<file path="src/rtl/mem_access_stage.sv">
// mem_access_stage: MEM-stage load/store unit on a req/ready + rvalid data bus.
// Optional misalignment trap: define MEM_MISALIGN_TRAP_EN.
module mem_access_stage #(
  parameter int TIMEOUT = 255
) (
  input  logic        clk,
  input  logic        rst,
  input  logic [31:0] ALUO_MEM,
  input  logic [31:0] Datao_MEM,
  input  logic        WR_MEM,
  input  logic        mem_r_MEM,
  input  logic [2:0]  u_b_h_w_MEM,
  input  logic        isFlushed,
  output logic        dmem_req,
  output logic        dmem_we,
  output logic [31:0] dmem_addr,
  output logic [31:0] dmem_wdata,
  output logic [3:0]  dmem_be,
  input  logic        dmem_ready,
  input  logic        dmem_rvalid,
  input  logic [31:0] dmem_rdata,
  output logic [31:0] load_data,
  output logic        stall_mem,
  output logic        ld_misalign,
  output logic        st_misalign,
  output logic        bus_err
);

  localparam int WDW = $clog2(TIMEOUT + 1);
  localparam logic [WDW-1:0] WD_LAST =
    WDW'(TIMEOUT - 1);

  typedef enum logic [1:0] {
    IDLE,
    REQ,
    RESP,
    DONE
  } state_t;

  state_t state, state_nx;

  logic           access;
  logic           is_b, is_h, is_w;
  logic           misal;
  logic [1:0]     a_lo;
  logic [3:0]     be_nx;
  logic [31:0]    wdata_nx;
  logic           we_q;
  logic [2:0]     wid_q;
  logic [1:0]     lo_q;
  logic [WDW-1:0] wd;
  logic           wd_hit;
  logic           req_fin;
  logic [31:0]    rd_sh;
  logic [31:0]    ld_ext;

  assign access = (WR_MEM | mem_r_MEM) & ~isFlushed;

  always_comb begin
    is_b = 1'b0;
    is_h = 1'b0;
    is_w = 1'b0;
    unique case (1'b1)
      (u_b_h_w_MEM[1:0] == 2'b00): is_b = 1'b1;
      (u_b_h_w_MEM[1:0] == 2'b01): is_h = 1'b1;
      default:                     is_w = 1'b1;
    endcase
  end

`ifdef MEM_MISALIGN_TRAP_EN
  assign misal = (is_h & ALUO_MEM[0])
               | (is_w & (|ALUO_MEM[1:0]));
  assign a_lo  = ALUO_MEM[1:0];
`else
  assign misal = 1'b0;
  // Silently realign: the bus only ever sees naturally aligned lanes.
  assign a_lo  = is_w ? 2'b00
               : is_h ? {ALUO_MEM[1], 1'b0}
               : ALUO_MEM[1:0];
`endif

  always_comb begin
    be_nx    = 4'b1111;
    wdata_nx = Datao_MEM;
    if (is_b) begin
      be_nx    = 4'b0001 << a_lo;
      wdata_nx = {4{Datao_MEM[7:0]}};
    end else if (is_h) begin
      be_nx    = 4'b0011 << {a_lo[1], 1'b0};
      wdata_nx = {2{Datao_MEM[15:0]}};
    end
  end

  assign rd_sh = dmem_rdata >> {lo_q, 3'b000};

  always_comb begin
    ld_ext = rd_sh;
    case (wid_q)
      3'b000:  ld_ext = {{24{rd_sh[7]}}, rd_sh[7:0]};
      3'b001:  ld_ext = {{16{rd_sh[15]}}, rd_sh[15:0]};
      3'b100:  ld_ext = {24'd0, rd_sh[7:0]};
      3'b101:  ld_ext = {16'd0, rd_sh[15:0]};
      default: ld_ext = rd_sh;
    endcase
  end

  assign stall_mem = ((state == IDLE) & access)
                   | (state == REQ)
                   | (state == RESP);

  assign wd_hit  = (wd == WD_LAST);
  assign req_fin = dmem_ready & (we_q | dmem_rvalid);

  always_ff @(posedge clk or negedge rst) begin
    if (!rst) state <= IDLE;
    else      state <= state_nx;
  end

  always_comb begin
    state_nx = state;
    case (state)
      IDLE: begin
        if (access) state_nx = misal ? DONE : REQ;
      end
      REQ: begin
        if (req_fin | wd_hit)  state_nx = DONE;
        else if (dmem_ready)   state_nx = RESP;
      end
      RESP: begin
        if (dmem_rvalid | wd_hit) state_nx = DONE;
      end
      DONE:    state_nx = IDLE;
      default: state_nx = IDLE;
    endcase
  end

  always_ff @(posedge clk or negedge rst) begin
    if (!rst) begin
      dmem_req    <= 1'b0;
      dmem_we     <= 1'b0;
      dmem_addr   <= '0;
      dmem_wdata  <= '0;
      dmem_be     <= '0;
      load_data   <= '0;
      ld_misalign <= 1'b0;
      st_misalign <= 1'b0;
      bus_err     <= 1'b0;
      we_q        <= 1'b0;
      wid_q       <= '0;
      lo_q        <= '0;
      wd          <= '0;
    end else begin
      ld_misalign <= 1'b0;
      st_misalign <= 1'b0;
      bus_err     <= 1'b0;
      case (state)
        IDLE: begin
          if (access) begin
            wd <= '0;
            if (misal) begin
              st_misalign <= WR_MEM;
              ld_misalign <= ~WR_MEM;
            end else begin
              dmem_req   <= 1'b1;
              dmem_we    <= WR_MEM;
              dmem_addr  <= {ALUO_MEM[31:2], 2'b00};
              dmem_be    <= be_nx;
              dmem_wdata <= wdata_nx;
              we_q       <= WR_MEM;
              wid_q      <= u_b_h_w_MEM;
              lo_q       <= a_lo;
            end
          end
        end
        REQ: begin
          if (req_fin) begin
            dmem_req <= 1'b0;
            dmem_we  <= 1'b0;
            if (!we_q) load_data <= ld_ext;
          end else if (wd_hit) begin
            dmem_req <= 1'b0;
            dmem_we  <= 1'b0;
            bus_err  <= 1'b1;
          end else begin
            wd <= wd + 1'b1;
            if (dmem_ready) begin
              dmem_req <= 1'b0;
              dmem_we  <= 1'b0;
            end
          end
        end
        RESP: begin
          if (dmem_rvalid) load_data <= ld_ext;
          else if (wd_hit) bus_err <= 1'b1;
          else             wd <= wd + 1'b1;
        end
        default: ;
      endcase
    end
  end

endmodule
</file>
<file path="config.mk">
export PLATFORM = sky130hd
export DESIGN_NAME = mem_access_stage
export DESIGN_NICKNAME = d
export VERILOG_FILES = /design/src/rtl/mem_access_stage.sv
export SDC_FILE = /design/constraint.sdc
export NUM_CORES = 1
export LEC_CHECK = 0
export CAP_MARGIN = 10
export CELL_PAD_IN_SITES_DETAIL_PLACEMENT = 0
export CELL_PAD_IN_SITES_GLOBAL_PLACEMENT = 1
export CORE_MARGIN = 4
export CORE_UTILIZATION = 36
export CTS_CLUSTER_DIAMETER = 40
export DETAILED_ROUTE_END_ITERATION = 10
export PLACE_DENSITY = 0.9
export SYNTH_ARGS = -nofsm -noshare
export SYNTH_HDL_FRONTEND = slang
export SYNTH_SLANG_ARGS = --single-unit
</file>
<file path="constraint.sdc">
create_clock -name clk -period 7.9 [get_ports clk]
set_clock_uncertainty 0.1 [all_clocks]
set_input_delay 2.37 -clock clk [delete_from_list [all_inputs] [get_ports clk]]
set_output_delay 2.37 -clock clk [all_outputs]
set_load 0.01 [all_outputs]
</file>
# [Word level (Yosys, flattened, before mapping)]
# Cells that the tools add are included.
# Widths: inputs -> output; s select.
[word_totals] register_bits=117 latchBits=0 mem_bits_rw=0 romBits=0 in_bits=106 output_inout_bits=106 elab_cells=89 memories=0
[op_classes] addsub=1 multipliers=0 div_mod_pow=0 order_cmp=0 n_eq_ne=17 shift=3 n_mux=34 bitwise_logic=10 reduce_logical=12
[op_table] operator="$mux 32" count=5
[op_table] operator="$pmux 32 s4" count=1
[op_table] operator="$pmux 32 s2" count=1
[op_table] operator="$mux 8" count=4
[op_table] operator="$shr 32x5->32" count=1
[op_table] operator="$pmux 8 s3" count=1
[op_table] operator="$ne 2x2->1 const B" count=6
[op_table] operator="$mux 1" count=11
[op_table] operator="$mux 2" count=5
[op_table] operator="$add 8x1->8 const B" count=1
[op_table] operator="$eq 8x8->1 const B" count=1
[op_table] operator="$mux 4" count=2
[op_table] operator="$pmux 2 s4" count=1
[op_table] operator="$reduce_and 4->1" count=2
[op_table] operator="$eq 3x3->1 const B" count=2
[op_table] operator="$or 1x1->1" count=6
[op_table] operator="$pmux 1 s2" count=3
[op_table] operator="$reduce_and 3->1" count=2
[op_table] operator="$eq 2x1->1 const B" count=2
[op_table] operator="$eq 2x2->1 const B" count=2
[op_table] operator="$logic_not 2->1" count=2
[op_table] operator="$ne 4x4->1 const B" count=1
[op_table] operator="$reduce_bool 2->1" count=2
[op_table] operator="$shl 1x2->4 const A" count=1
[op_table] operator="other kinds (10)" count=12

# [Longest topological paths before layout]
# Gate-level depths: netlist (run 1).
[logic_depth] word_depth=7 mapped_depth=9 depth_no_buf=7

# [Worst setup path after synthesis (run 1)]
# OpenSTA, ideal clock, no wires.
[synth_timing] path_type="input port to output port" start="input mem_r_MEM" end="output stall_mem" arrival_ns=3.428 t_required_ns=5.430 path_slack_ns=2.002 path_stages=6 path_buffers=2 cell_sequence="o21bai_1 > inv_1 > nand2_1 > clkbuf_1 > clkbuf_1 > nand2_1"
[synth_via] elab_chain_cells=5
[synth_lines] item="start: declaration" line_no="11" rtl="input logic mem_r_MEM,"
[synth_lines] item="$or 1x1->1" line_no="57" rtl="assign access = (WR_MEM | mem_r_MEM) & ~isFlushed;"
[synth_lines] item="$and 1x1->1" line_no="57"
[synth_lines] item="$and 1x1->1" line_no="107" rtl="assign stall_mem = ((state == IDLE) & access)"
[synth_lines] item="$or 1x1->1" line_no="108" rtl="| (state == REQ)"
[synth_lines] item="$or 1x1->1" line_no="109" rtl="| (state == RESP);"
[synth_lines] item="end: declaration" line_no="23" rtl="output logic stall_mem,"
# Every way passes these cells.

# [Worst setup path after layout (run 1)]
[layout_timing] start="input WR_MEM" end="output stall_mem"
[layout_via] elab_chain_cells=5
[layout_lines] item="start: declaration" line_no="10" rtl="input logic WR_MEM,"
[layout_lines] item="$or 1x1->1" line_no="57"
[layout_lines] item="$and 1x1->1" line_no="57"
[layout_lines] item="$and 1x1->1" line_no="107"
[layout_lines] item="$or 1x1->1" line_no="108"
[layout_lines] item="$or 1x1->1" line_no="109"
# Every way passes these cells.

==> results of run 1 <==
[metrics by stage]
step | util [%] | power, mW
after CTS | 55.3 | 3.46
after floorplan | - | 1.89
final | 55.3 | 3.41
after global routing | 55.3 | 3.64
after detailed placement | 51.4 | 2.66
after global placement | 51.4 | 2.61
[metal layers]
layer / vias to the layer above / share of wire (%) / track usage, % / wire, um
met4: 0 / 1.7 / 6.57 / 275
met2: 208 / 47 / 29.3 / 7620
met5: - / 0 / 0 / 0
met1: 2263 / 41 / 21.8 / 6620
met3: 18 / 9.8 / 7.36 / 1580
li1: 2262 / - / - / -
[area by class of cell]
type / instances / area, um^2
inverter: 7 / 26.3
sequential: 117 / 2930
tap: 211 / 264
timing repair buffer: 214 / 2120
clock inverter: 14 / 161
multi-input combinational: 377 / 2540
fill: 1352 / 6850
clock buffer: 18 / 429
[worst max-delay path by stage]
stage / to / slack, ns / depth (start not counted) / start
after floorplan: stall_mem / 2.00 / 6 / mem_r_MEM
after global placement: stall_mem / 1.68 / 6 / isFlushed
after detailed placement: stall_mem / 1.66 / 6 / WR_MEM
after CTS: stall_mem / 1.65 / 6 / WR_MEM
after global routing: stall_mem / 1.53 / 6 / WR_MEM
final: stall_mem / 1.65 / 6 / WR_MEM
[sequential cells by signal, summed over array words and instances (netlist names)]
| name | flops |
|---|---|
| dmem_wdata | 32 |
| load_data | 32 |
| dmem_addr | 30 |
| wd | 8 |
| dmem_be | 4 |
| wid_q | 3 |
| lo_q | 2 |
| state | 2 |
| bus_err | 1 |
| dmem_req | 1 |
| dmem_we | 1 |
| we_q | 1 |
[logic make-up (layout without fill, tap and decap cells)]
| family | Yosys count | in the layout |
|---|---|---|
| other cells | 1 | 4 |
| fa+ha+maj | 7 | 7 |
| mux | 90 | 90 |
| flops | 117 | 117 |
| simple gates | 158 | 158 |
| buf+inv | 44 | 253 |
| compound gates | 111 | 111 |
| xor+xnor | 7 | 7 |
[synth_stat cells (all sizes together)]
master	n	area (um^2)
dfrtp	117	2930
nand2	74	278
mux2	50	563
o21ai	49	245
mux2i	40	400
nor2	40	150
a21oi	32	160
clkbuf	20	75.1
nand3	19	130
buf	17	114
o211ai	8	75.1
ha	7	87.6
inv	7	26.3
o22a	7	61.3
nand2b	6	37.5
xor2	6	52.6
a21o	3	22.5
and3	3	18.8
and4	3	26.3
o21a	3	22.5
and2	2	12.5
nand4	2	12.5
nor2b	2	12.5
o311ai	2	17.5
a21boi	1	7.51
a221oi	1	8.76
a31o	1	8.76
and2b	1	7.51
and4b	1	10.0
conb	1	3.75
nor3b	1	7.51
nor4bb	1	10.0
o21bai	1	7.51
o221ai	1	8.76
o22ai	1	6.26
o41ai	1	8.76
or2	1	6.26
or4	1	7.51
or4b	1	10.0
xnor2	1	8.76
[power groups by stage]
stage	registers, mW	logic, mW	clock network, mW
3_5_place_dp	1.05	1.61	0
4_1_cts	1.05	1.62	0.787
2_1_floorplan	1.14	0.748	0
6_report	1.05	1.60	0.769
5_1_grt	1.08	1.75	0.816
3_3_place_gp	1.04	1.57	0
[critical path: cells and delay by family]
family | cells | cell delay [ns]
compound gates | 1 | 0.23
simple gates | 2 | 0.13
buf+inv | 3 | 1.05
==> impl_results.html, run 1 <==
<table>
<tr><th>Metric</th><th>Value</th></tr>
<tr><th colspan="2">Final layout</th></tr>
<tr><td>Antenna Diode Count</td><td>0</td></tr>
<tr><td>Commonest cells after routing, fill and taps aside</td><td>sky130_fd_sc_hd__clkdlybuf4s50_1 (206), sky130_fd_sc_hd__dfrtp_1 (117), sky130_fd_sc_hd__nand2_1 (73), sky130_fd_sc_hd__mux2_2 (50), sky130_fd_sc_hd__o21ai_0 (48)</td></tr>
<tr><td>Most common library cell in the layout ignoring fill and taps</td><td>sky130_fd_sc_hd__clkdlybuf4s50_1</td></tr>
<tr><td>Number of nets in the layout</td><td>847</td></tr>
<tr><td>Number of standard cells in the layout, taps in and fillers out</td><td>958</td></tr>
<tr><td>Summed area of non-filler cells in the final layout</td><td>8470 um^2</td></tr>
<tr><td>Fraction of final layout cells with drive strength greater than 1</td><td>13.8%</td></tr>
<tr><td>Signed area change from the synthesized netlist to the final layout</td><td>49.7%</td></tr>
<tr><th colspan="2">Run</th></tr>
<tr><td>Max-cap violation count</td><td>0</td></tr>
<tr><th colspan="2">Worst setup path</th></tr>
<tr><td>Category of the worst setup path capture point</td><td>primary output</td></tr>
<tr><td>Critical path's largest stage delay</td><td>0.48 ns</td></tr>
<tr><td>Reg2Reg Depth</td><td>7</td></tr>
<tr><td>Critical Path Slowest Stage Cell</td><td>sky130_fd_sc_hd__clkdlybuf4s50_1</td></tr>
<tr><td>List of cells traversed by the critical path</td><td>clkdlybuf4s50_1 -&gt; o21bai_1 -&gt; inv_1 -&gt; nand2_4 -&gt; nand2_1 -&gt; clkdlybuf4s50_1</td></tr>
<tr><td>Terminus of the critical flop-to-flop path</td><td>load_data[23]</td></tr>
<tr><td>Critical setup path kind</td><td>in2out</td></tr>
<tr><td>Maximum fanout encountered on the critical timing path</td><td>3</td></tr>
<tr><td>CP most frequent cell</td><td>sky130_fd_sc_hd__clkdlybuf4s50_1</td></tr>
<tr><td>Arrival @ worst endpoint</td><td>3.78 ns</td></tr>
<tr><td>Required time of the critical path</td><td>5.43 ns</td></tr>
<tr><td>Kind of launch point of the worst setup path</td><td>input port</td></tr>
<tr><td>Worst reg-to-reg setup slack</td><td>4.98 ns</td></tr>
<tr><td>Launch point of the worst reg-to-reg path</td><td>state[1]</td></tr>
<tr><th colspan="2">Hold path</th></tr>
<tr><td>Path category of the worst min-delay check</td><td>reg2reg</td></tr>
<tr><td>Number of cells on the worst hold path</td><td>2</td></tr>
<tr><td>Worst hold path endpoint</td><td>dmem_wdata[31]</td></tr>
<tr><td>Hold path startpoint</td><td>dmem_wdata[31]</td></tr>
<tr><th colspan="2">Placed design</th></tr>
<tr><td>Placed insts</td><td>926</td></tr>
<tr><td>Post-Place Cell Area</td><td>7880 um^2</td></tr>
<tr><td>Final Wtd Congestion</td><td>0.819</td></tr>
<tr><td>Port Buf Inserts</td><td>207</td></tr>
<tr><td>Worst setup slack after placement</td><td>1.66 ns</td></tr>
<tr><td>Detailed Place HPWL</td><td>11800 um</td></tr>
<tr><th colspan="2">Clocking</th></tr>
<tr><td>Number of levels in the clock H-tree</td><td>4</td></tr>
<tr><td>CTS hold repair buffers</td><td>0</td></tr>
<tr><td>Post-cts repair resize count</td><td>0</td></tr>
<tr><td>Clock root buffer</td><td>sky130_fd_sc_hd__clkbuf_16</td></tr>
<tr><td>Clock slew seen by the registers of the worst setup and hold paths</td><td>0.05 ns</td></tr>
<tr><td>Clock latency reported for the late side of the worst-skew pair</td><td>0.40 ns</td></tr>
<tr><td>Number of sinks driven by the clock tree</td><td>117</td></tr>
<tr><td>Worst-case clock buffer depth</td><td>2</td></tr>
<tr><td>Total clock buffers created by CTS</td><td>17</td></tr>
<tr><td>TritonCTS clock tree</td><td>built</td></tr>
<tr><td>Number of setup buffers added after CTS</td><td>0</td></tr>
<tr><th colspan="2">Route</th></tr>
<tr><td>Detailed Route WL</td><td>16100 um</td></tr>
<tr><td>Vias per std cell</td><td>4.96</td></tr>
<tr><td>Number of design rule violations left after detail routing</td><td>0</td></tr>
<tr><td>Vias post-DR</td><td>4751</td></tr>
<tr><td>DRC marker count from the first detailed-route iteration</td><td>201</td></tr>
<tr><td>Number of optimization iterations in the first detailed-route pass</td><td>4</td></tr>
<tr><td>Post-route ant nets</td><td>0</td></tr>
<tr><td>Mean routed wirelength per cell</td><td>16.8 um</td></tr>
<tr><th colspan="2">Synthesis</th></tr>
<tr><td>Post-synthesis compound-gate area fraction</td><td>11.7%</td></tr>
<tr><td>Fraction of synthesized cell area in xor and xnor cells</td><td>1.08%</td></tr>
<tr><td>Share of synthesized area spent on multiplexers</td><td>17.0%</td></tr>
<tr><td>Cell area after synthesis</td><td>5660 um^2</td></tr>
<tr><td>Flip-flop and latch count after synthesis</td><td>117</td></tr>
<tr><td>Number of cells produced by synthesis</td><td>535</td></tr>
<tr><td>Synth warnings</td><td>0</td></tr>
<tr><td>Synth unique cells</td><td>47</td></tr>
<tr><td>Portion of the post-synthesis area used by sequential elements</td><td>51.8%</td></tr>
<tr><td>Main combinational cell family by area after synthesis</td><td>multiplexers</td></tr>
<tr><td>Simple-gate portion of the synthesized area</td><td>13.0%</td></tr>
<tr><td>Average instance area after synthesis</td><td>10.6 um^2</td></tr>
<tr><td>Arithmetic-cell share of the synthesized area counting full adders, half adders and majority gates</td><td>1.55%</td></tr>
<tr><th colspan="2">Power and ir drop</th></tr>
<tr><td>Power per Cell Area</td><td>403 nW/um^2</td></tr>
<tr><td>Sw power</td><td>1.21 mW</td></tr>
<tr><td>Leak pwr</td><td>3.69 nW</td></tr>
<tr><td>Sequential Power Share</td><td>30.7%</td></tr>
<tr><td>Internal Dissipation</td><td>2.20 mW</td></tr>
<tr><td>Part of the power in the clock network</td><td>22.5%</td></tr>
<tr><td>Peak supply drop</td><td>0.196 mV</td></tr>
<tr><td>Combinational power share</td><td>46.8%</td></tr>
<tr><td>Sw Share</td><td>35.4%</td></tr>
<tr><th colspan="2">Timing</th></tr>
<tr><td>Worst-margin pin slew</td><td>1.04 ns</td></tr>
<tr><td>Hold WS</td><td>0.381 ns</td></tr>
<tr><td>Final Hold Violating Endpoints</td><td>0</td></tr>
<tr><td>Final Worst Setup Slack</td><td>1.65 ns</td></tr>
<tr><td>Minimum clock period after layout</td><td>6.25 ns</td></tr>
<tr><td>Worst slew margin relative to its limit</td><td>30.7%</td></tr>
<tr><td>Post-Route Setup TNS</td><td>0 ns</td></tr>
<tr><td>Highest clock frequency the design can meet</td><td>160 MHz</td></tr>
<tr><td>Final Setup Violations</td><td>0</td></tr>
<tr><td>Number of max-slew violations in the final report</td><td>0</td></tr>
<tr><td>Final worst path period share</td><td>79.2%</td></tr>
<tr><td>RSZ-0062 raised after global routing</td><td>false</td></tr>
<tr><th colspan="2">Die</th></tr>
<tr><td>Die Width</td><td>133 um</td></tr>
<tr><td>Starting utilization of the core area</td><td>36.9%</td></tr>
<tr><td>Number of standard-cell rows in the floorplan</td><td>45</td></tr>
<tr><td>Core outline area</td><td>15300 um^2</td></tr>
<tr><td>I/O pin count</td><td>212</td></tr>
<tr><td>Die outline area</td><td>17800 um^2</td></tr>
<tr><td>Die H</td><td>133 um</td></tr>
<tr><th colspan="2">Global route</th></tr>
<tr><td>First-pass GRT wire length</td><td>25800 um</td></tr>
<tr><td>Via count of the first global-routing pass</td><td>5031</td></tr>
<tr><td>Total gr overflow</td><td>0</td></tr>
<tr><td>Largest net degree at the start of global routing</td><td>103</td></tr>
<tr><td>Number of antenna violations at the first check in global routing</td><td>0</td></tr>
<tr><td>Overall track demand over capacity in global routing</td><td>18.1%</td></tr>
<tr><th colspan="2">Run status</th></tr>
<tr><td>Run status</td><td>finished, final reports clean</td></tr>
</table>
(Power assumes the default switching activity.)
==> run 2: changes to the inputs <==
Settings changed: CORE_UTILIZATION 36 to 30, PLACE_DENSITY 0.9 to 0.8.
Clock period 7.9 ns to 5.18 ns, I/O delays scaled along.
==> run 2 against run 1 <==
Net effect: global-route usage fell by 2.4 points; power rose by 54%; die area rose by 19%; sequential power rose by 52%; worst setup slack got worse by 1.1 ns; clock power rose by 57%; largest cell class unchanged; critical path depth did not move; largest power group unchanged; critical endpoint unchanged; count of clock-buffer cells in the layout rose by 2; hold slack got worse by 0.0037 ns; final cell count rose by 2.1%.
==> impl_results.html, run 2 (synthesized netlist as in run 1, its figures left out) <==
<table>
<tr><th>Metric</th><th>Value</th></tr>
<tr><th colspan="2">Final layout</th></tr>
<tr><td>Antenna Diode Count</td><td>0 (unchanged)</td></tr>
<tr><td>Fraction of final layout cells with drive strength greater than 1</td><td>14.0% (+0.23 points)</td></tr>
<tr><td>Signed area change from the synthesized netlist to the final layout</td><td>50.7%</td></tr>
<tr><td>Final core area utilization</td><td>46.7% (-8.6 points)</td></tr>
<tr><td>Largest registers</td><td>dmem_wdata (32), load_data (32), dmem_addr (30)</td></tr>
<tr><td>Summed area of non-filler cells in the final layout</td><td>8520 um^2 (+0.66%)</td></tr>
<tr><td>Number of standard cells in the layout, taps in and fillers out</td><td>978 (+2.1%)</td></tr>
<tr><td>Commonest cells after routing, fill and taps aside</td><td>sky130_fd_sc_hd__clkdlybuf4s50_1 (206), sky130_fd_sc_hd__dfrtp_1 (117), sky130_fd_sc_hd__nand2_1 (73), sky130_fd_sc_hd__mux2_2 (50), sky130_fd_sc_hd__o21ai_0 (48)</td></tr>
<tr><td>Number of nets in the layout</td><td>849 (+0.24%)</td></tr>
<tr><td>Most common library cell in the layout ignoring fill and taps</td><td>sky130_fd_sc_hd__clkdlybuf4s50_1</td></tr>
<tr><th colspan="2">Worst setup path</th></tr>
<tr><td>Number of cells on the critical path</td><td>6 (unchanged)</td></tr>
<tr><td>Launch point of the worst reg-to-reg path</td><td>state[1]</td></tr>
<tr><td>Critical setup path kind</td><td>in2out</td></tr>
<tr><td>Reg2Reg Depth</td><td>6 (-1)</td></tr>
<tr><td>CP most frequent cell</td><td>sky130_fd_sc_hd__clkdlybuf4s50_1</td></tr>
<tr><td>Required time of the critical path</td><td>3.53 ns (-1.90 ns)</td></tr>
<tr><td>List of cells traversed by the critical path</td><td>clkdlybuf4s50_1 -&gt; o21bai_1 -&gt; inv_1 -&gt; nand2_4 -&gt; nand2_1 -&gt; clkdlybuf4s50_1</td></tr>
<tr><td>Category of the worst setup path capture point</td><td>primary output</td></tr>
<tr><td>Top cell family by delay on the critical path</td><td>buffers and inverters</td></tr>
<tr><td>Maximum fanout encountered on the critical timing path</td><td>3 (unchanged)</td></tr>
<tr><td>Crit path buf inv count</td><td>3 (unchanged)</td></tr>
<tr><td>Terminus of the critical flop-to-flop path</td><td>wd[3]</td></tr>
<tr><td>Critical Path Slowest Stage Cell</td><td>sky130_fd_sc_hd__clkdlybuf4s50_1</td></tr>
<tr><td>Kind of launch point of the worst setup path</td><td>input port</td></tr>
<tr><td>Launch point of the critical path</td><td>WR_MEM</td></tr>
<tr><td>Worst reg-to-reg setup slack</td><td>2.41 ns (-2.57 ns)</td></tr>
<tr><td>Destination of the critical timing path</td><td>stall_mem</td></tr>
<tr><td>Arrival @ worst endpoint</td><td>2.95 ns (-0.83 ns)</td></tr>
<tr><td>Critical path's largest stage delay</td><td>0.49 ns (about the same)</td></tr>
<tr><th colspan="2">Power and ir drop</th></tr>
<tr><td>Tot Pwr</td><td>5.25 mW (+54%)</td></tr>
<tr><td>Peak supply drop</td><td>0.260 mV (+33%)</td></tr>
<tr><td>Leak pwr</td><td>3.72 nW (+0.56%)</td></tr>
<tr><td>Power per Cell Area</td><td>616 nW/um^2 (+53%)</td></tr>
<tr><th colspan="2">Clocking</th></tr>
<tr><td>TritonCTS clock tree</td><td>built</td></tr>
<tr><td>Clock latency reported for the late side of the worst-skew pair</td><td>0.41 ns (about the same)</td></tr>
<tr><td>Clock slew seen by the registers of the worst setup and hold paths</td><td>0.06 ns (about the same)</td></tr>
<tr><td>Number of sinks driven by the clock tree</td><td>117 (unchanged)</td></tr>
<tr><td>Clock root buffer</td><td>sky130_fd_sc_hd__clkbuf_16</td></tr>
<tr><td>Post-cts repair resize count</td><td>0 (unchanged)</td></tr>
<tr><td>CTS hold repair buffers</td><td>0 (unchanged)</td></tr>
<tr><td>Number of setup buffers added after CTS</td><td>0 (unchanged)</td></tr>
<tr><td>Worst-case clock buffer depth</td><td>2 (unchanged)</td></tr>
<tr><td>Number of levels in the clock H-tree</td><td>4 (unchanged)</td></tr>
<tr><td>Total clock buffers created by CTS</td><td>17 (unchanged)</td></tr>
<tr><th colspan="2">Route</th></tr>
<tr><td>Vias post-DR</td><td>4756 (+0.11%)</td></tr>
<tr><td>Vias per std cell</td><td>4.86 (-1.9%)</td></tr>
<tr><td>Detailed Route WL</td><td>16500 um (+2.8%)</td></tr>
<tr><td>Number of design rule violations left after detail routing</td><td>0 (unchanged)</td></tr>
<tr><td>DRC marker count from the first detailed-route iteration</td><td>231 (+15%)</td></tr>
<tr><td>Mean routed wirelength per cell</td><td>16.9 um (+0.72%)</td></tr>
<tr><td>Post-route ant nets</td><td>0 (unchanged)</td></tr>
<tr><td>Number of optimization iterations in the first detailed-route pass</td><td>4 (unchanged)</td></tr>
<tr><th colspan="2">Placed design</th></tr>
<tr><td>Worst setup slack after placement</td><td>0.584 ns (-1.08 ns)</td></tr>
<tr><td>Post-Place Cell Area</td><td>7910 um^2 (+0.48%)</td></tr>
<tr><td>Detailed Place HPWL</td><td>12100 um (+3.0%)</td></tr>
<tr><td>Port Buf Inserts</td><td>207 (unchanged)</td></tr>
<tr><td>Placed insts</td><td>946 (+2.2%)</td></tr>
<tr><td>Final Wtd Congestion</td><td>0.826 (+0.78%)</td></tr>
<tr><th colspan="2">Global route</th></tr>
<tr><td>First-pass GRT wire length</td><td>26800 um (+3.9%)</td></tr>
<tr><td>Overall track demand over capacity in global routing</td><td>15.7% (-2.4 points)</td></tr>
<tr><td>Number of antenna violations at the first check in global routing</td><td>0 (unchanged)</td></tr>
<tr><td>Total gr overflow</td><td>0 (unchanged)</td></tr>
<tr><td>Via count of the first global-routing pass</td><td>5083 (+1.0%)</td></tr>
<tr><td>Largest net degree at the start of global routing</td><td>103 (unchanged)</td></tr>
<tr><th colspan="2">Timing</th></tr>
<tr><td>Worst slew margin relative to its limit</td><td>28.3% (-2.4 points)</td></tr>
<tr><td>Minimum clock period after layout</td><td>4.61 ns</td></tr>
<tr><td>Highest clock frequency the design can meet</td><td>217 MHz</td></tr>
<tr><td>Final Setup Violations</td><td>0 (unchanged)</td></tr>
<tr><td>Final Worst Setup Slack</td><td>0.575 ns (-1.07 ns)</td></tr>
<tr><td>Final Hold Violating Endpoints</td><td>0 (unchanged)</td></tr>
<tr><td>Post-Route Setup TNS</td><td>0 ns (unchanged)</td></tr>
<tr><td>Final worst path period share</td><td>88.9%</td></tr>
<tr><td>Number of max-slew violations in the final report</td><td>0 (unchanged)</td></tr>
<tr><td>Worst-margin pin slew</td><td>1.08 ns (+0.0362 ns)</td></tr>
<tr><td>Hold WS</td><td>0.377 ns (-0.00366 ns)</td></tr>
<tr><td>RSZ-0062 raised after global routing</td><td>false</td></tr>
<tr><th colspan="2">Die</th></tr>
<tr><td>Core outline area</td><td>18300 um^2 (+19%)</td></tr>
<tr><td>I/O pin count</td><td>212 (unchanged)</td></tr>
<tr><td>Die H</td><td>145 um (+9.0%)</td></tr>
<tr><td>Die Width</td><td>145 um (+9.0%)</td></tr>
<tr><td>Die outline area</td><td>21100 um^2 (+19%)</td></tr>
<tr><td>Number of standard-cell rows in the floorplan</td><td>49 (+8.9%)</td></tr>
<tr><td>Starting utilization of the core area</td><td>31.0% (-6.0 points)</td></tr>
<tr><th colspan="2">Run status</th></tr>
<tr><td>Run status</td><td>finished, final reports clean</td></tr>
<tr><th colspan="2">Hold path</th></tr>
<tr><td>Path category of the worst min-delay check</td><td>reg2reg</td></tr>
<tr><th colspan="2">Run</th></tr>
<tr><td>Max-cap violation count</td><td>0 (unchanged)</td></tr>
</table>
[run 2: cell types whose count changed in the layout (fill, tap and decap cells not counted), sizes merged]
cell      before  now
buf            8   10
clkbuf        18   20
clkinv         6    4
clkinvlp       5    4
inv            7    8
[run 2: area by class of cell]
class                           count  area (um^2)
Fill cell                        1678         9750
Sequential cell                   117         2930
Inverter                            7         26.3
Multi-Input combinational cell    377         2540
Clock inverter                     12          153
Tap cell                          229          287
Timing Repair Buffer              216         2140
Clock buffer                       20          457
[run 2: power breakdown]
group          switching [mW]  internal [mW]  total, mW
Clock                   0.424          0.781       1.21
Combinational            1.17           1.28       2.45
Sequential              0.257           1.34       1.60
[run 2: worst min-delay path by stage]
| stage | slack, ns | end | startpoint | cells after the start |
|---|---|---|---|---|
| after global routing | 0.41 | dmem_wdata[29] | dmem_wdata[29] | 2 |
| after CTS | 0.38 | dmem_wdata[10] | dmem_wdata[10] | 2 |
| final | 0.38 | load_data[2] | load_data[2] | 2 |
| after detailed placement | 0.37 | dmem_wdata[10] | dmem_wdata[10] | 2 |
| after floorplan | 0.40 | wd[5] | wd[5] | 2 |
| after global placement | 0.36 | dmem_wdata[12] | dmem_wdata[12] | 2 |
[run 2: routing by layer]
metal  vias up  track usage, %  part of all wire (%)
met1      2301            18.7                    42
li1       2264               -                     -
met2       176            25.8                    48
met3        15            6.58                   8.5
met4         0            4.99                   1.1
met5         -               0                     0
[run 2: worst register-to-register path, stage by stage (launching register included)]
cell                       delay, ns
sky130_fd_sc_hd__dfrtp_1        0.38
sky130_fd_sc_hd__inv_1          0.09
sky130_fd_sc_hd__ha_1           0.31
sky130_fd_sc_hd__a31o_2         0.29
sky130_fd_sc_hd__a221oi_1       0.89
sky130_fd_sc_hd__nor2b_1        0.47
sky130_fd_sc_hd__nor2_1         0.10
==> run 3: changes to the inputs <==
Settings changed: CELL_PAD_IN_SITES_DETAIL_PLACEMENT 0 to not set, CELL_PAD_IN_SITES_GLOBAL_PLACEMENT 1 to not set, CORE_UTILIZATION 30 to 40, PLACE_DENSITY 0.8 to 0.88.
==> run 3 against run 2 <==
Net effect: final cell count down 4.9%; global-route usage up 4.5 points; combinational power about the same; power up 1.7%; critical path type unchanged; largest power group unchanged; highest routed layer unchanged.
==> impl_results.html, run 3 (synthesized netlist as in run 1, its figures left out) <==
<table>
<tr><th>Metric</th><th>Value</th></tr>
<tr><th colspan="2">Placed design</th></tr>
<tr><td>Final Wtd Congestion</td><td>0.839 (+1.6%)</td></tr>
<tr><td>Detailed Place HPWL</td><td>11600 um (-4.1%)</td></tr>
<tr><td>Port Buf Inserts</td><td>207 (unchanged)</td></tr>
<tr><td>Placed insts</td><td>898 (-5.1%)</td></tr>
<tr><th colspan="2">Timing</th></tr>
<tr><td>Highest clock frequency the design can meet</td><td>214 MHz (-1.4%)</td></tr>
<tr><td>Worst slew margin relative to its limit</td><td>38.1% (+9.8 points)</td></tr>
<tr><td>Final Hold Violating Endpoints</td><td>0 (unchanged)</td></tr>
<tr><td>Post-Route Setup TNS</td><td>0 ns (unchanged)</td></tr>
<tr><td>Number of max-slew violations in the final report</td><td>0 (unchanged)</td></tr>
<tr><td>Worst-margin pin slew</td><td>0.929 ns (-0.147 ns)</td></tr>
<tr><td>Final Setup Violations</td><td>0 (unchanged)</td></tr>
<tr><td>Final worst path period share</td><td>90.2% (+1.3 points)</td></tr>
<tr><td>Minimum clock period after layout</td><td>4.67 ns (+0.0671 ns)</td></tr>
<tr><td>RSZ-0062 raised after global routing</td><td>false</td></tr>
<tr><th colspan="2">Clocking</th></tr>
<tr><td>TritonCTS clock tree</td><td>built</td></tr>
<tr><td>Post-cts repair resize count</td><td>0 (unchanged)</td></tr>
<tr><td>Number of levels in the clock H-tree</td><td>4 (unchanged)</td></tr>
<tr><td>CTS hold repair buffers</td><td>0 (unchanged)</td></tr>
<tr><td>Total clock buffers created by CTS</td><td>17 (unchanged)</td></tr>
<tr><td>Clock slew seen by the registers of the worst setup and hold paths</td><td>0.05 ns (about the same)</td></tr>
<tr><td>Number of setup buffers added after CTS</td><td>0 (unchanged)</td></tr>
<tr><td>Worst-case clock buffer depth</td><td>2 (unchanged)</td></tr>
<tr><td>Clock root buffer</td><td>sky130_fd_sc_hd__clkbuf_16</td></tr>
<tr><td>Clock latency reported for the late side of the worst-skew pair</td><td>0.41 ns (about the same)</td></tr>
<tr><td>Number of sinks driven by the clock tree</td><td>117 (unchanged)</td></tr>
<tr><th colspan="2">Worst setup path</th></tr>
<tr><td>Maximum fanout encountered on the critical timing path</td><td>3 (unchanged)</td></tr>
<tr><td>Critical setup path kind</td><td>in2out</td></tr>
<tr><td>Critical path's largest stage delay</td><td>0.57 ns (+0.08 ns)</td></tr>
<tr><td>Launch point of the critical path</td><td>isFlushed</td></tr>
<tr><td>CP most frequent cell</td><td>sky130_fd_sc_hd__clkdlybuf4s50_1</td></tr>
<tr><td>Kind of launch point of the worst setup path</td><td>input port</td></tr>
<tr><td>Critical Path Slowest Stage Cell</td><td>sky130_fd_sc_hd__clkdlybuf4s50_1</td></tr>
<tr><td>Category of the worst setup path capture point</td><td>primary output</td></tr>
<tr><td>Worst reg-to-reg setup slack</td><td>2.43 ns (+0.02 ns)</td></tr>
<tr><td>Required time of the critical path</td><td>3.53 ns (about the same)</td></tr>
<tr><td>Arrival @ worst endpoint</td><td>3.02 ns (+0.07 ns)</td></tr>
<tr><td>Launch point of the worst reg-to-reg path</td><td>lo_q[1]</td></tr>
<tr><td>List of cells traversed by the critical path</td><td>clkdlybuf4s50_1 -&gt; o21bai_1 -&gt; inv_1 -&gt; nand2_4 -&gt; nand2_1 -&gt; clkdlybuf4s50_1</td></tr>
<tr><th colspan="2">Power and ir drop</th></tr>
<tr><td>Leak pwr</td><td>3.75 nW (+1.1%)</td></tr>
<tr><td>Sw Share</td><td>34.3% (-0.89 points)</td></tr>
<tr><td>Power per Cell Area</td><td>628 nW/um^2 (+1.9%)</td></tr>
<tr><td>Sw power</td><td>1.84 mW (-0.82%)</td></tr>
<tr><td>Peak supply drop</td><td>0.312 mV (+20%)</td></tr>
<tr><td>Tot Pwr</td><td>5.34 mW (+1.7%)</td></tr>
<tr><td>Combinational power share</td><td>46.1% (-0.5 points)</td></tr>
<tr><td>Sequential Power Share</td><td>29.7% (-0.7 points)</td></tr>
<tr><td>Internal Dissipation</td><td>3.51 mW (+3.1%)</td></tr>
<tr><td>Part of the power in the clock network</td><td>24.1% (+1.2 points)</td></tr>
<tr><th colspan="2">Route</th></tr>
<tr><td>Number of design rule violations left after detail routing</td><td>0 (unchanged)</td></tr>
<tr><td>Vias per std cell</td><td>5.17 (+6.2%)</td></tr>
<tr><td>Vias post-DR</td><td>4805 (+1.0%)</td></tr>
<tr><td>Mean routed wirelength per cell</td><td>17.3 um (+2.2%)</td></tr>
<tr><td>Post-route ant nets</td><td>0 (unchanged)</td></tr>
<tr><td>Number of optimization iterations in the first detailed-route pass</td><td>4 (unchanged)</td></tr>
<tr><td>DRC marker count from the first detailed-route iteration</td><td>238 (+3.0%)</td></tr>
<tr><td>Detailed Route WL</td><td>16100 um (-2.8%)</td></tr>
<tr><th colspan="2">Global route</th></tr>
<tr><td>Via count of the first global-routing pass</td><td>4899 (-3.6%)</td></tr>
<tr><td>Total gr overflow</td><td>0 (unchanged)</td></tr>
<tr><td>Number of antenna violations at the first check in global routing</td><td>0 (unchanged)</td></tr>
<tr><td>Largest net degree at the start of global routing</td><td>70 (-32%)</td></tr>
<tr><td>Overall track demand over capacity in global routing</td><td>20.2% (+4.5 points)</td></tr>
<tr><td>First-pass GRT wire length</td><td>25500 um (-4.9%)</td></tr>
<tr><th colspan="2">Final layout</th></tr>
<tr><td>Antenna Diode Count</td><td>0 (unchanged)</td></tr>
<tr><td>Number of nets in the layout</td><td>850 (+0.12%)</td></tr>
<tr><td>Commonest cells after routing, fill and taps aside</td><td>sky130_fd_sc_hd__clkdlybuf4s50_1 (206), sky130_fd_sc_hd__dfrtp_1 (117), sky130_fd_sc_hd__nand2_1 (73), sky130_fd_sc_hd__mux2_2 (50), sky130_fd_sc_hd__o21ai_0 (48)</td></tr>
<tr><td>Number of standard cells in the layout, taps in and fillers out</td><td>930 (-4.9%)</td></tr>
<tr><td>Largest registers</td><td>dmem_wdata (32), load_data (32), dmem_addr (30)</td></tr>
<tr><td>Signed area change from the synthesized netlist to the final layout</td><td>50.4%</td></tr>
<tr><td>Most common library cell in the layout ignoring fill and taps</td><td>sky130_fd_sc_hd__clkdlybuf4s50_1</td></tr>
<tr><td>Fraction of final layout cells with drive strength greater than 1</td><td>14.0% (-0.019 points)</td></tr>
<tr><th colspan="2">Hold path</th></tr>
<tr><td>Path category of the worst min-delay check</td><td>reg2reg</td></tr>
<tr><td>Hold path startpoint</td><td>dmem_wdata[22]</td></tr>
<tr><th colspan="2">Run</th></tr>
<tr><td>Max-cap violation count</td><td>0 (unchanged)</td></tr>
<tr><th colspan="2">Die</th></tr>
<tr><td>Starting utilization of the core area</td><td>40.8% (+9.8 points)</td></tr>
<tr><td>I/O pin count</td><td>212 (unchanged)</td></tr>
<tr><td>Die Width</td><td>127 um (-13%)</td></tr>
<tr><td>Number of standard-cell rows in the floorplan</td><td>43 (-12%)</td></tr>
<tr><td>Die H</td><td>127 um (-13%)</td></tr>
<tr><td>Die outline area</td><td>16100 um^2 (-24%)</td></tr>
<tr><td>Core outline area</td><td>13900 um^2 (-24%)</td></tr>
<tr><th colspan="2">Run status</th></tr>
<tr><td>Run status</td><td>finished, final reports clean</td></tr>
</table>
-- run 3: final cells by class --
cell class,instances,area [um^2]
fillers,1132,5370
clock inverters,10,175
well taps,180,225
clock buffers,22,474
repair buffers,217,2140
inverters,7,26.3
multi-input cells,377,2540
flip-flops and latches,117,2930
-- run 3: final timing paths --
path                                       end  cells past startpoint
worst min-delay path            dmem_wdata[22]                      2
max in group asynchronous       dmem_wdata[20]                      2
worst max register to register   load_data[15]                      6
min in group asynchronous        load_data[20]                      1
worst max-delay path                 stall_mem                      6
worst min register to register  dmem_wdata[22]                      2
-- run 3: through the flow --
stage / hold slack, ns / utilization [%] / area, um^2 / worst slack [ns]
floorplan: 0.398 / - / 5670 / 0.914
global placement: 0.361 / 56.6 / 7860 / 0.521
detailed placement: 0.369 / 56.6 / 7860 / 0.482
CTS: 0.381 / 61.3 / 8510 / 0.487
global route: 0.406 / 61.3 / 8510 / 0.408
finish: 0.374 / 61.3 / 8510 / 0.508
-- run 3: worst max-delay path: cells and delay by family --
kind	cells	cell delay, ns
buffers and inverters	3	1.13
AO/OA/AOI/OAI	1	0.20
AND/OR/NAND/NOR	2	0.13
-- run 3: layer usage --
metal	routed length [um]	GRT usage [%]
met5	0	0
met4	284	6.88
met3	1770	8.76
met2	7610	33.1
met1	6410	23.7
-- run 3: power by group through the flow --
stage / combinational, mW / sequential, mW / clock (mW)
detailed placement: 2.47 / 1.60 / 0
global placement: 2.42 / 1.58 / 0
CTS: 2.49 / 1.59 / 1.31
floorplan: 1.14 / 1.74 / 0
global route: 2.70 / 1.65 / 1.37
finish: 2.47 / 1.59 / 1.29
